<file path="src/rtl/aes_pkg.sv">
// Shared AES types, round constants, key-FSM encoding and the S-box function.
package aes_pkg;

    typedef logic [3:0][31:0] state_t;
    typedef logic [3:0]       round_t;

    typedef enum logic [1:0] {
        IDLE   = 2'd0,
        EXPAND = 2'd1,
        READY  = 2'd2
    } key_state_e;

    // RCON[r] is the round constant applied when producing round key r.
    localparam logic [10:1][7:0] RCON = {
        8'h36, 8'h1b, 8'h80, 8'h40, 8'h20,
        8'h10, 8'h08, 8'h04, 8'h02, 8'h01
    };

    // Multiply in GF(2^8) modulo x^8 + x^4 + x^3 + x + 1.
    function automatic logic [7:0] gf_mul(input logic [7:0] a, input logic [7:0] b);
        logic [7:0] p;
        logic [7:0] aa;
        p  = 8'h00;
        aa = a;
        for (int i = 0; i < 8; i++) begin
            if (b[i]) p = p ^ aa;
            aa = {aa[6:0], 1'b0} ^ (aa[7] ? 8'h1b : 8'h00);
        end
        return p;
    endfunction

    // S-box built from the field inverse (x^254, which maps 0 to 0) and the affine map,
    // so no 256-entry table has to be maintained by hand.
    function automatic logic [7:0] sbox(input logic [7:0] x);
        logic [7:0] sq;
        logic [7:0] inv;
        logic [7:0] b;
        sq  = x;
        inv = 8'h01;
        for (int i = 1; i < 8; i++) begin
            sq  = gf_mul(sq, sq);
            inv = gf_mul(inv, sq);
        end
        b = inv;
        return b ^ {b[6:0], b[7]} ^ {b[5:0], b[7:6]} ^ {b[4:0], b[7:5]}
                 ^ {b[3:0], b[7:4]} ^ 8'h63;
    endfunction

endpackage

</file>
<file path="src/rtl/key_expand_round.sv">
// One AES-128 key-schedule step: previous round key plus rcon gives the next round key.
module key_expand_round
    import aes_pkg::*;
(
    input  logic [127:0] i_prev,
    input  logic [7:0]   i_rcon,
    output logic [127:0] o_next
);

    logic [31:0] w_w0, w_w1, w_w2, w_w3;
    logic [31:0] w_rot;
    logic [31:0] w_sub;
    logic [31:0] w_temp;
    logic [31:0] w_n0, w_n1, w_n2, w_n3;

    assign w_w0  = i_prev[127:96];
    assign w_w1  = i_prev[95:64];
    assign w_w2  = i_prev[63:32];
    assign w_w3  = i_prev[31:0];
    assign w_rot = {w_w3[23:0], w_w3[31:24]};

    genvar gi;
    generate
        for (gi = 0; gi < 4; gi++) begin : g_subword
            assign w_sub[8*gi +: 8] = sbox(w_rot[8*gi +: 8]);
        end
    endgenerate

    assign w_temp = w_sub ^ {i_rcon, 24'h000000};
    assign w_n0   = w_w0 ^ w_temp;
    assign w_n1   = w_w1 ^ w_n0;
    assign w_n2   = w_w2 ^ w_n1;
    assign w_n3   = w_w3 ^ w_n2;
    assign o_next = {w_n0, w_n1, w_n2, w_n3};

endmodule

</file>
<file path="src/rtl/add_round_key_stage.sv">
// Registered AddRoundKey stage with an internal round-key file filled by a key-expansion FSM.
module add_round_key_stage
    import aes_pkg::*;
#(
    parameter int regSize = 32,
    parameter int vecSize = 4,
    parameter int NROUNDS = 10
)(
    input  logic                              clk,
    input  logic                              rst_n,
    input  logic                              i_key_load,
    input  logic [127:0]                      i_key_in,
    output logic                              o_key_ready,
    input  logic                              i_in_valid,
    output logic                              o_in_ready,
    input  logic [vecSize-1:0][regSize-1:0]   i_in_vect,
    input  logic [3:0]                        i_in_round,
    output logic                              o_out_valid,
    input  logic                              i_out_ready,
    output logic [vecSize-1:0][regSize-1:0]   o_out_vect,
    output logic                              o_out_err
);

    generate
        if (regSize != 32 || vecSize != 4 || NROUNDS != 10) begin : g_bad_param
            $error("add_round_key_stage supports only regSize=32, vecSize=4, NROUNDS=10");
        end
    endgenerate

    localparam round_t LAST_ROUND = round_t'(NROUNDS);

    key_state_e   r_state, w_state_next;
    round_t       r_cnt, w_cnt_next;
    logic [127:0] r_prev, w_prev_next;
    logic [127:0] w_exp_next;
    logic [7:0]   w_rcon;

    logic         w_kf_we;
    round_t       w_kf_addr;
    logic [127:0] w_kf_wdata;
    logic [127:0] r_key_file [0:NROUNDS];

    logic         w_round_err;
    logic [127:0] w_rd_key;
    logic         w_accept;
    logic [vecSize-1:0][regSize-1:0] w_xor;
    logic [vecSize-1:0][regSize-1:0] w_result;

    logic         r_out_valid;
    logic         r_out_err;
    logic [vecSize-1:0][regSize-1:0] r_out_vect;

    assign w_rcon = (r_cnt >= 4'd1 && r_cnt <= 4'd10) ? RCON[r_cnt] : 8'h00;

    key_expand_round u_key_expand_round (
        .i_prev (r_prev),
        .i_rcon (w_rcon),
        .o_next (w_exp_next)
    );

    // Key FSM state, round counter and the last written round key.
    always_ff @(posedge clk or negedge rst_n) begin
        if (!rst_n) begin
            r_state <= IDLE;
            r_cnt   <= '0;
            r_prev  <= '0;
        end else begin
            r_state <= w_state_next;
            r_cnt   <= w_cnt_next;
            r_prev  <= w_prev_next;
        end
    end

    // Next-state logic; a key_load in any state restarts the schedule from the new key.
    always_comb begin
        w_state_next = r_state;
        w_cnt_next   = r_cnt;
        w_prev_next  = r_prev;
        w_kf_we      = 1'b0;
        w_kf_addr    = r_cnt;
        w_kf_wdata   = w_exp_next;
        if (i_key_load) begin
            w_state_next = EXPAND;
            w_cnt_next   = 4'd1;
            w_prev_next  = i_key_in;
            w_kf_we      = 1'b1;
            w_kf_addr    = 4'd0;
            w_kf_wdata   = i_key_in;
        end else begin
            case (r_state)
                EXPAND: begin
                    w_kf_we     = 1'b1;
                    w_prev_next = w_exp_next;
                    w_cnt_next  = r_cnt + 4'd1;
                    if (r_cnt == LAST_ROUND) w_state_next = READY;
                end
                default: ;
            endcase
        end
    end

    // Round-key file; contents are meaningless until the FSM reaches READY, so no reset.
    always_ff @(posedge clk) begin
        if (w_kf_we) r_key_file[w_kf_addr] <= w_kf_wdata;
    end

    assign o_key_ready = (r_state == READY);
    assign o_in_ready  = o_key_ready & (~r_out_valid | i_out_ready);
    assign w_accept    = i_in_valid & o_in_ready;
    assign w_round_err = (i_in_round > LAST_ROUND);
    assign w_rd_key    = w_round_err ? 128'h0 : r_key_file[i_in_round];

    // Column i of a round key is word i, taken MSB-first from the 128-bit key.
    genvar gi;
    generate
        for (gi = 0; gi < vecSize; gi++) begin : g_col
            assign w_xor[gi] = i_in_vect[gi] ^ w_rd_key[127 - regSize*gi -: regSize];
        end
    endgenerate

    assign w_result = w_round_err ? i_in_vect : w_xor;

    // Output register: load on accept, clear valid on hand-off, hold while stalled.
    always_ff @(posedge clk or negedge rst_n) begin
        if (!rst_n) begin
            r_out_valid <= 1'b0;
            r_out_err   <= 1'b0;
            r_out_vect  <= '0;
        end else if (w_accept) begin
            r_out_valid <= 1'b1;
            r_out_err   <= w_round_err;
            r_out_vect  <= w_result;
        end else if (i_out_ready) begin
            r_out_valid <= 1'b0;
        end
    end

    assign o_out_valid = r_out_valid;
    assign o_out_err   = r_out_err;
    assign o_out_vect  = r_out_vect;

endmodule

</file>
<file path="config.mk">
export PLATFORM = sky130hd
export DESIGN_NAME = add_round_key_stage
export DESIGN_NICKNAME = d
export VERILOG_FILES = /design/src/rtl/aes_pkg.sv /design/src/rtl/key_expand_round.sv /design/src/rtl/add_round_key_stage.sv
export SDC_FILE = /design/constraint.sdc
export NUM_CORES = 2
export LEC_CHECK = 0
export BUFFER_PORTS_ARGS = -buffer_cell sky130_fd_sc_hd__buf_2
export CAP_MARGIN = 40
export CORE_MARGIN = 3
export CORE_UTILIZATION = 59
export DETAILED_ROUTE_END_ITERATION = 7
export GPL_TIMING_DRIVEN = 0
export PLACE_DENSITY = 0.82
export SYNTH_ARGS = -nofsm -noshare
export SYNTH_HDL_FRONTEND = slang
export SYNTH_SLANG_ARGS = --single-unit
export TNS_END_PERCENT = 30
</file>
<file path="constraint.sdc">
create_clock -name clk -period 24.2 [get_ports clk]
set_clock_uncertainty 0.2 [all_clocks]
set_input_delay 1.21 -clock clk [delete_from_list [all_inputs] [get_ports clk]]
set_output_delay 1.21 -clock clk [all_outputs]
set_load 0.01 [all_outputs]
</file>
# After elaboration in Yosys (flattened, before gate mapping)

Memory sizes are Yosys's and may differ from the RTL's.
Index checks and enable logic that the tools add are counted.

Logic and storage cells: 1644
Output and inout bits: 132
Register bits after elaboration: 264
Bits in read-only memories: 128
Memories: 2
Bits of input ports: 265
Memory bits (writable): 1408

Memory list:

| name             | words | width | read ports | clocked after Yosys merged registers in | write ports | line                      | RTL |
|---|---|---|---|---|---|---|---|
| r_key_file       | 11    | 128   | 1          | 0                                       | 1           | add_round_key_stage.sv:41 | `logic [127:0] r_key_file [0:NROUNDS];` |
| (name not given) | 16    | 8     | 1          | 0                                       | 0           | add_round_key_stage.sv:53 | `assign w_rcon = (r_cnt >= 4'd1 && r_cnt <= 4'd10) ? RCON[r_cnt] : 8'h00;` |

Reductions and logical operators: 5
Mux-type cells: 831
Bitwise operators: 789
$add $sub $neg: 1
Order comparisons: 4
Eq/ne operators: 3

Operator list:

| kind                                                                                | number |
|---|---|
| 8-bit XOR                                                                           | 744 |
| 8-bit 2-to-1 mux                                                                    | 422 |
| 5-bit 2-to-1 mux                                                                    | 368 |
| 128-bit 2-to-1 mux                                                                  | 5 |
| 32-bit XOR                                                                          | 9 |
| 4-bit 2-to-1 mux                                                                    | 7 |
| 7-bit 2-to-1 mux                                                                    | 4 |
| 1-bit inverter, first input constant                                                | 28 |
| 6-bit 2-to-1 mux                                                                    | 4 |
| 4-bit inverter                                                                      | 4 |
| 2-bit 2-to-1 mux                                                                    | 7 |
| 3-bit 2-to-1 mux                                                                    | 4 |
| 1-bit 2-to-1 mux                                                                    | 10 |
| 2-bit nonzero test                                                                  | 3 |
| 4-bit by 5-bit less-than comparator with 1-bit output, second input constant        | 1 |
| 4-bit by 1-bit adder with 4-bit output, second input constant                       | 1 |
| 4-bit == test, second input constant                                                | 1 |
| 4-bit by 1-bit greater-or-equal comparator with 1-bit output, second input constant | 1 |
| 4-bit greater-than comparator, second input constant                                | 1 |
| 4-bit <= comparator, second input constant                                          | 1 |
| 1-bit bitwise AND                                                                   | 2 |
| 2-bit by 1-bit == test with 1-bit output, second input constant                     | 1 |
| 2-bit == test, second input constant                                                | 1 |
| 2-bit AND reduction                                                                 | 1 |
| 3 further kinds                                                                     | 3 |

# Longest topological paths before layout

Depth after elaboration: 139
Depth in mapped cells: 67
Gate-level depth less buffers: 59

# Cells and area by module

A second synthesis with hierarchy kept.

Cell total of the unflattened synthesis: 11476
Area total of the unflattened synthesis: 124209.1 sq um

Modules (own cells, without submodules):

| module              | cells an instance | area each (sq um) | instances | seq. area each (sq um) |
|---|---|---|---|---|
| add_round_key_stage | 3745              | 66471.3           | 1         | 48886.9 |
| key_expand_round    | 7731              | 57737.9           | 1         | 0.0 |

# Least setup slack after synthesis

OpenSTA, ideal clock, no wires.

Path type: reg2reg
Start point: register r_prev[23]
End point: memory r_key_file[0][61] (data pin)
Required time: 23.708 ns
Setup slack: 7.894 ns
Arrival time: 15.814 ns
Setup time: 0.292 ns
Cell stages (with the launch flop): 63
Path buffers: 8
Clock period less this slack: 16.306 ns
Path through: dfrtp_1 -> ha_1 -> nand2_1 -> xnor2_1 -> clkinv_1 -> clkbuf_1 -> ha_1 -> clkbuf_1 -> xnor3_1 -> o2111a_1 -> a221o_1 -> xor2_2 -> xnor2_2 -> inv_2 -> buf_2 -> ha_1 -> xnor2_1 -> xnor2_1 -> (+27 left out) -> o21ai_1 -> xor2_1 -> mux2i_1 -> xnor2_1 -> buf_4 -> buf_2 -> o22ai_1 -> o21ai_0 -> inv_1 -> mux4_2 -> xor2_1 -> o21ai_1 -> xnor2_1 -> nor2_1 -> xnor3_2 -> xor2_1 -> xnor3_1 -> o21ai_0

Cells in the longest elaborated chain, start to end: 134
Elaborated cells between the ends (all ways): 391
Classes of those cells: mux: 200; bitwise: 191

RTL lines:

| what                                                        | line                         | RTL |
|---|---|---|
| from (decl)                                                 | add_round_key_stage.sv:34    | `logic [127:0] r_prev, w_prev_next;` |
| from (signal assigned)                                      | add_round_key_stage.sv:70    | `r_prev <= w_prev_next;` |
| 5-bit 2-to-1 mux / 8-bit 2-to-1 mux (equally long branches) | aes_pkg.sv:27, aes_pkg.sv:26 |  |
| 8-bit XOR, on equally long branches                         | aes_pkg.sv:27, aes_pkg.sv:26 |  |
| 8-bit XOR / 8-bit 2-to-1 mux (equally long branches)        | aes_pkg.sv:26                | `if (b[i]) p = p ^ aa;` |
| 8-bit 2-to-1 mux / 8-bit XOR (equally long branches)        | aes_pkg.sv:26                |  |
| 8-bit XOR / 8-bit 2-to-1 mux (equally long branches)        | aes_pkg.sv:26                |  |
| 8-bit 2-to-1 mux / 8-bit XOR (equally long branches)        | aes_pkg.sv:26                |  |
| 8-bit XOR / 8-bit 2-to-1 mux (equally long branches)        | aes_pkg.sv:26                |  |
| 8-bit 2-to-1 mux / 8-bit XOR (equally long branches)        | aes_pkg.sv:26                |  |
| (+119 left out)                                             | --                           |  |
| 8-bit XOR (*)                                               | aes_pkg.sv:46                | `^ {b[3:0], b[7:4]} ^ 8'h63;` |
| 4-bit inverter (no source line) (*)                         | --                           |  |
| 32-bit XOR (*)                                              | key_expand_round.sv:29       | `assign w_temp = w_sub ^ {i_rcon, 24'h000000};` |
| 32-bit XOR (*)                                              | key_expand_round.sv:30       | `assign w_n0 = w_w0 ^ w_temp;` |
| 32-bit XOR (*)                                              | key_expand_round.sv:31       | `assign w_n1 = w_w1 ^ w_n0;` |
| 32-bit XOR (*)                                              | key_expand_round.sv:32       | `assign w_n2 = w_w2 ^ w_n1;` |
| 128-bit 2-to-1 mux (*)                                      | add_round_key_stage.sv:82    | `if (i_key_load) begin` |
| net w_kf_wdata[61]                                          | add_round_key_stage.sv:40    | `logic [127:0] w_kf_wdata;` |
| to (decl)                                                   | add_round_key_stage.sv:41    |  |

The timed path passes the listed nets; every way through them passes the cells marked *.

# Worst setup path after layout

Start point: register r_prev[23]
End point: memory r_key_file[5][58] (data pin)

Cells in the longest elaborated chain, start to end: 133
Elaborated cells between the ends (all ways): 390
Classes of those cells: mux: 200; bitwise: 190

RTL lines:

| what                                                        | line                         | RTL |
|---|---|---|
| 5-bit 2-to-1 mux / 8-bit 2-to-1 mux (equally long branches) | aes_pkg.sv:27, aes_pkg.sv:26 |  |
| 8-bit XOR, on equally long branches                         | aes_pkg.sv:27, aes_pkg.sv:26 |  |
| 8-bit XOR / 8-bit 2-to-1 mux (equally long branches)        | aes_pkg.sv:26                |  |
| 8-bit 2-to-1 mux / 8-bit XOR (equally long branches)        | aes_pkg.sv:26                |  |
| 8-bit XOR / 8-bit 2-to-1 mux (equally long branches)        | aes_pkg.sv:26                |  |
| 8-bit 2-to-1 mux / 8-bit XOR (equally long branches)        | aes_pkg.sv:26                |  |
| 8-bit XOR / 8-bit 2-to-1 mux (equally long branches)        | aes_pkg.sv:26                |  |
| 8-bit 2-to-1 mux / 8-bit XOR (equally long branches)        | aes_pkg.sv:26                |  |
| (+116 left out)                                             | --                           |  |
| 8-bit XOR (3 in a row)                                      | aes_pkg.sv:45                | `return b ^ {b[6:0], b[7]} ^ {b[5:0], b[7:6]} ^ {b[4:0], b[7:5]}` |
| 8-bit XOR (*)                                               | aes_pkg.sv:46                |  |
| 32-bit XOR (*)                                              | key_expand_round.sv:29       |  |
| 32-bit XOR (*)                                              | key_expand_round.sv:30       |  |
| 32-bit XOR (*)                                              | key_expand_round.sv:31       |  |
| 32-bit XOR (*)                                              | key_expand_round.sv:32       |  |
| 128-bit 2-to-1 mux (*)                                      | add_round_key_stage.sv:82    |  |
| net w_kf_wdata[58]                                          | add_round_key_stage.sv:40    |  |

Marks and branches as above.

==> results.md <==
- Status: finished, violations left
- Violated checks: DRC
- R2R setup slack: 2.85 ns
- Buffers & Inverters on Critical Path: 16
- Floorplan die height: 465 um
- Synthesis-to-layout area growth: 11.3%
- Synthesized flop and latch total: 1672
- Setup TNS: 0 ns
- Critical path's largest stage delay: 0.73 ns
- Nets: 12708
- Total clock sinks: 1672
- Fin util: 66.4%
- Worst-path cell with the longest stage delay: sky130_fd_sc_hd__mux2i_1
- Worst Hold Margin: 0.137 ns
- Startpoint type of the worst setup path: register
- Number of design-rule violations left by the first detailed-router iteration: 15387
- Setup violations, final: 0
- Most frequent cells in the layout: sky130_fd_sc_hd__xnor2_1 (1865), sky130_fd_sc_hd__edfxtp_1 (1408), sky130_fd_sc_hd__nor2_1 (1318)
- Routed WL per cell: 28.0 um
- HPWL after DPL: 304000 um
- Proportion of layout cells with a drive suffix above 1: 14.3%
- Site row count: 167
- Initial antenna violation count: 75
- Number of levels in the clock H-tree: 4
- CTS tree: yes
- Via total after detailed routing: 101145
- Floorplan die area: 216000 sq um
- Number of buffers inserted for hold repair after clock tree synthesis: 0
- # fillers: 15106
- Total routed wirelength: 430000 um
- Top_reg_cell synth: sky130_fd_sc_hd__edfxtp_1
- Critical path type: reg2reg
- Overall Global Routing Usage: 38.0%
- Placement Cell Area: 133000 sq um
- Standard cell core area: 208000 sq um
- Via count of the first global-routing pass: 97417
- Final Critical Period: 21.35 ns
- Async SR Flop Fraction: 15.8%
- DRC violation count after routing: 1
- Worst-path clk slew: 0.06 ns
- Crit. End Element: register
- Warning count from the yosys run: 0
- Net count after synthesis: 11860
- Final count of hold timing violations: 0
- Fin. max-slew vios: 0
- Number of max-cap violations: 0
- TritonCTS Buffers: 140
- Gpl congestion: 1.01
- Data required time at the worst endpoint: 24.47 ns
- Number of instances resized during post-cts repair: 0
- Top fanout value on the critical path: 11
- Detailed-router iteration count before antenna repair: 8
- Unrepaired setup endpoints after global routing: no
- Netlist area before placement: 124000 sq um
- Number of distinct library cells after synthesis: 113
- Pin count of the biggest net entering global routing: 99
- Clk root buf: sky130_fd_sc_hd__clkbuf_16
- Grt ovf: 0
- Finished layout cell area: 138000 sq um
- Effective utilization at floorplan: 59.6%
- Maximum clock frequency: 0.0468 GHz
- Average via count per standard cell: 6.58
- Clock latency at the later pin of the worst-skew pair: 0.81 ns
- Port Buffer Count: 393
- Remaining antenna violation count after routing: 0
- Wire length of the first global-routing pass: 626000 um
- Data arrival time of the critical path: 21.62 ns
- Part of the Yosys area used for sequential elements: 39.4%
- Hold WC Path Type: in2async
- Final period util: 88.2%
- Worst slew margin relative to its limit: 12.7%
- Commonest non-fill, non-tap cell in the layout: sky130_fd_sc_hd__xnor2_1
- Most prevalent standard cell on the critical path: sky130_fd_sc_hd__xnor2_1
- Number of buffers on the longest clock path: 3
- Transition at the pin with the smallest max-transition slack: 1.31 ns
- Average cell area after synthesis: 10.7 sq um
- Number of top-level design ports: 397
- Number of flops mapped to enable cells by yosys: 1408
- Count of buffers added by post-CTS timing repair for setup: 0
- Largest delay share family, worst path: XOR/XNOR gates
- Cell count after synthesis: 11569
- Floorplan die width: 465 um
==> final timing paths <==
check | startpoint | to | depth (start not counted)
setup / recovery | r_prev[23] | r_key_file[5][58] | 66
setup reg to reg | r_prev[23] | r_key_file[5][58] | 66
min in group clk | o_out_vect[106] | o_out_vect[106] | 2
hold / removal | rst_n | o_out_vect[33] | 1
hold reg to reg | o_out_vect[106] | o_out_vect[106] | 2
max in group asynchronous | rst_n | o_out_vect[14] | 3
==> logic make-up after synthesis <==
| kind of cell | Yosys count | share of synthesized area (%) |
|---|---|---|
| buffers and inverters | 861 | 2.87 |
| adders and majority gates | 26 | 0.262 |
| xor gates and xnor gates | 2965 | 26.6 |
| muxes | 912 | 10.2 |
| and+or+nand+nor | 3064 | 10.4 |
| AOI/OAI and AO/OA | 2069 | 10.3 |
| DFF | 1672 | 39.4 |
==> through the flow <==
stage	worst slack [ns]	instances
2_1_floorplan	7.89	11569
3_3_place_gp	-4.23	14750
3_5_place_dp	3.43	15037
4_1_cts	3.29	15294
5_1_grt	1.64	15358
6_report	2.85	15375
==> area by class of cell <==
class / count / area (sq um) / share of cell area, %
antenna: 55 / 138 / 0.0996
buffer: 756 / 3160 / 2.29
clock buffer: 185 / 3790 / 2.75
clock inverter: 72 / 817 / 0.592
inverter: 105 / 397 / 0.287
multi-input combinational: 9036 / 71800 / 52.0
sequential: 1672 / 48900 / 35.4
tap: 2788 / 3490 / 2.53
timing repair buffer: 706 / 5650 / 4.09
==> state kept, by name, summed over array words and instances, names as in the netlist <==
signal	cells
r_cnt	4
o_out_vect	128
o_out_err	1
o_out_valid	1
r_prev	128
r_state	2
r_key_file	1408
==> per-layer routing <==
layer  vias up  GRT usage, %  wire length (um)  share of wire (%)
met5         -             0               155              0.036
li1      42990             -                 -                  -
met4        18          24.4             34600                8.1
met2      7684          60.3            196000                 46
met1     48836          47.5            151000                 35
met3      1617          7.95             47700                 11
==> Yosys cell counts, types with 56 or more instances <==
| cell | n | area share, % |
|---|---|---|
| sky130_fd_sc_hd__nor2_1 | 1326 | 4.0 |
| sky130_fd_sc_hd__xor2_1 | 534 | 3.8 |
| sky130_fd_sc_hd__inv_1 | 84 | 0.25 |
| sky130_fd_sc_hd__a21oi_1 | 610 | 2.5 |
| sky130_fd_sc_hd__clkbuf_1 | 491 | 1.5 |
| sky130_fd_sc_hd__xnor2_2 | 105 | 1.4 |
| sky130_fd_sc_hd__o21ai_0 | 530 | 2.1 |
| sky130_fd_sc_hd__buf_1 | 97 | 0.29 |
| sky130_fd_sc_hd__edfxtp_1 | 1408 | 34 |
| sky130_fd_sc_hd__nand2b_1 | 71 | 0.36 |
| sky130_fd_sc_hd__buf_2 | 128 | 0.52 |
| sky130_fd_sc_hd__a211oi_1 | 71 | 0.43 |
| sky130_fd_sc_hd__a22oi_1 | 61 | 0.37 |
| sky130_fd_sc_hd__xnor3_1 | 322 | 5.8 |
| sky130_fd_sc_hd__dfrtp_1 | 264 | 5.3 |
| sky130_fd_sc_hd__o22ai_1 | 252 | 1.3 |
| sky130_fd_sc_hd__mux4_2 | 262 | 4.8 |
| sky130_fd_sc_hd__mux2i_1 | 487 | 3.9 |
| sky130_fd_sc_hd__mux2_2 | 160 | 1.5 |
| sky130_fd_sc_hd__nor3_1 | 172 | 0.69 |
| sky130_fd_sc_hd__xnor2_1 | 1866 | 13 |
| sky130_fd_sc_hd__a31oi_1 | 67 | 0.34 |
| sky130_fd_sc_hd__nor2b_1 | 56 | 0.28 |
| sky130_fd_sc_hd__nand3_1 | 193 | 0.78 |
| sky130_fd_sc_hd__nand2_1 | 998 | 3.0 |
| sky130_fd_sc_hd__and2_1 | 61 | 0.31 |
| sky130_fd_sc_hd__o211ai_1 | 60 | 0.36 |
Power is not shown: default switching activity piles up to over one toggle a cycle in this logic, so the estimate is an artifact.
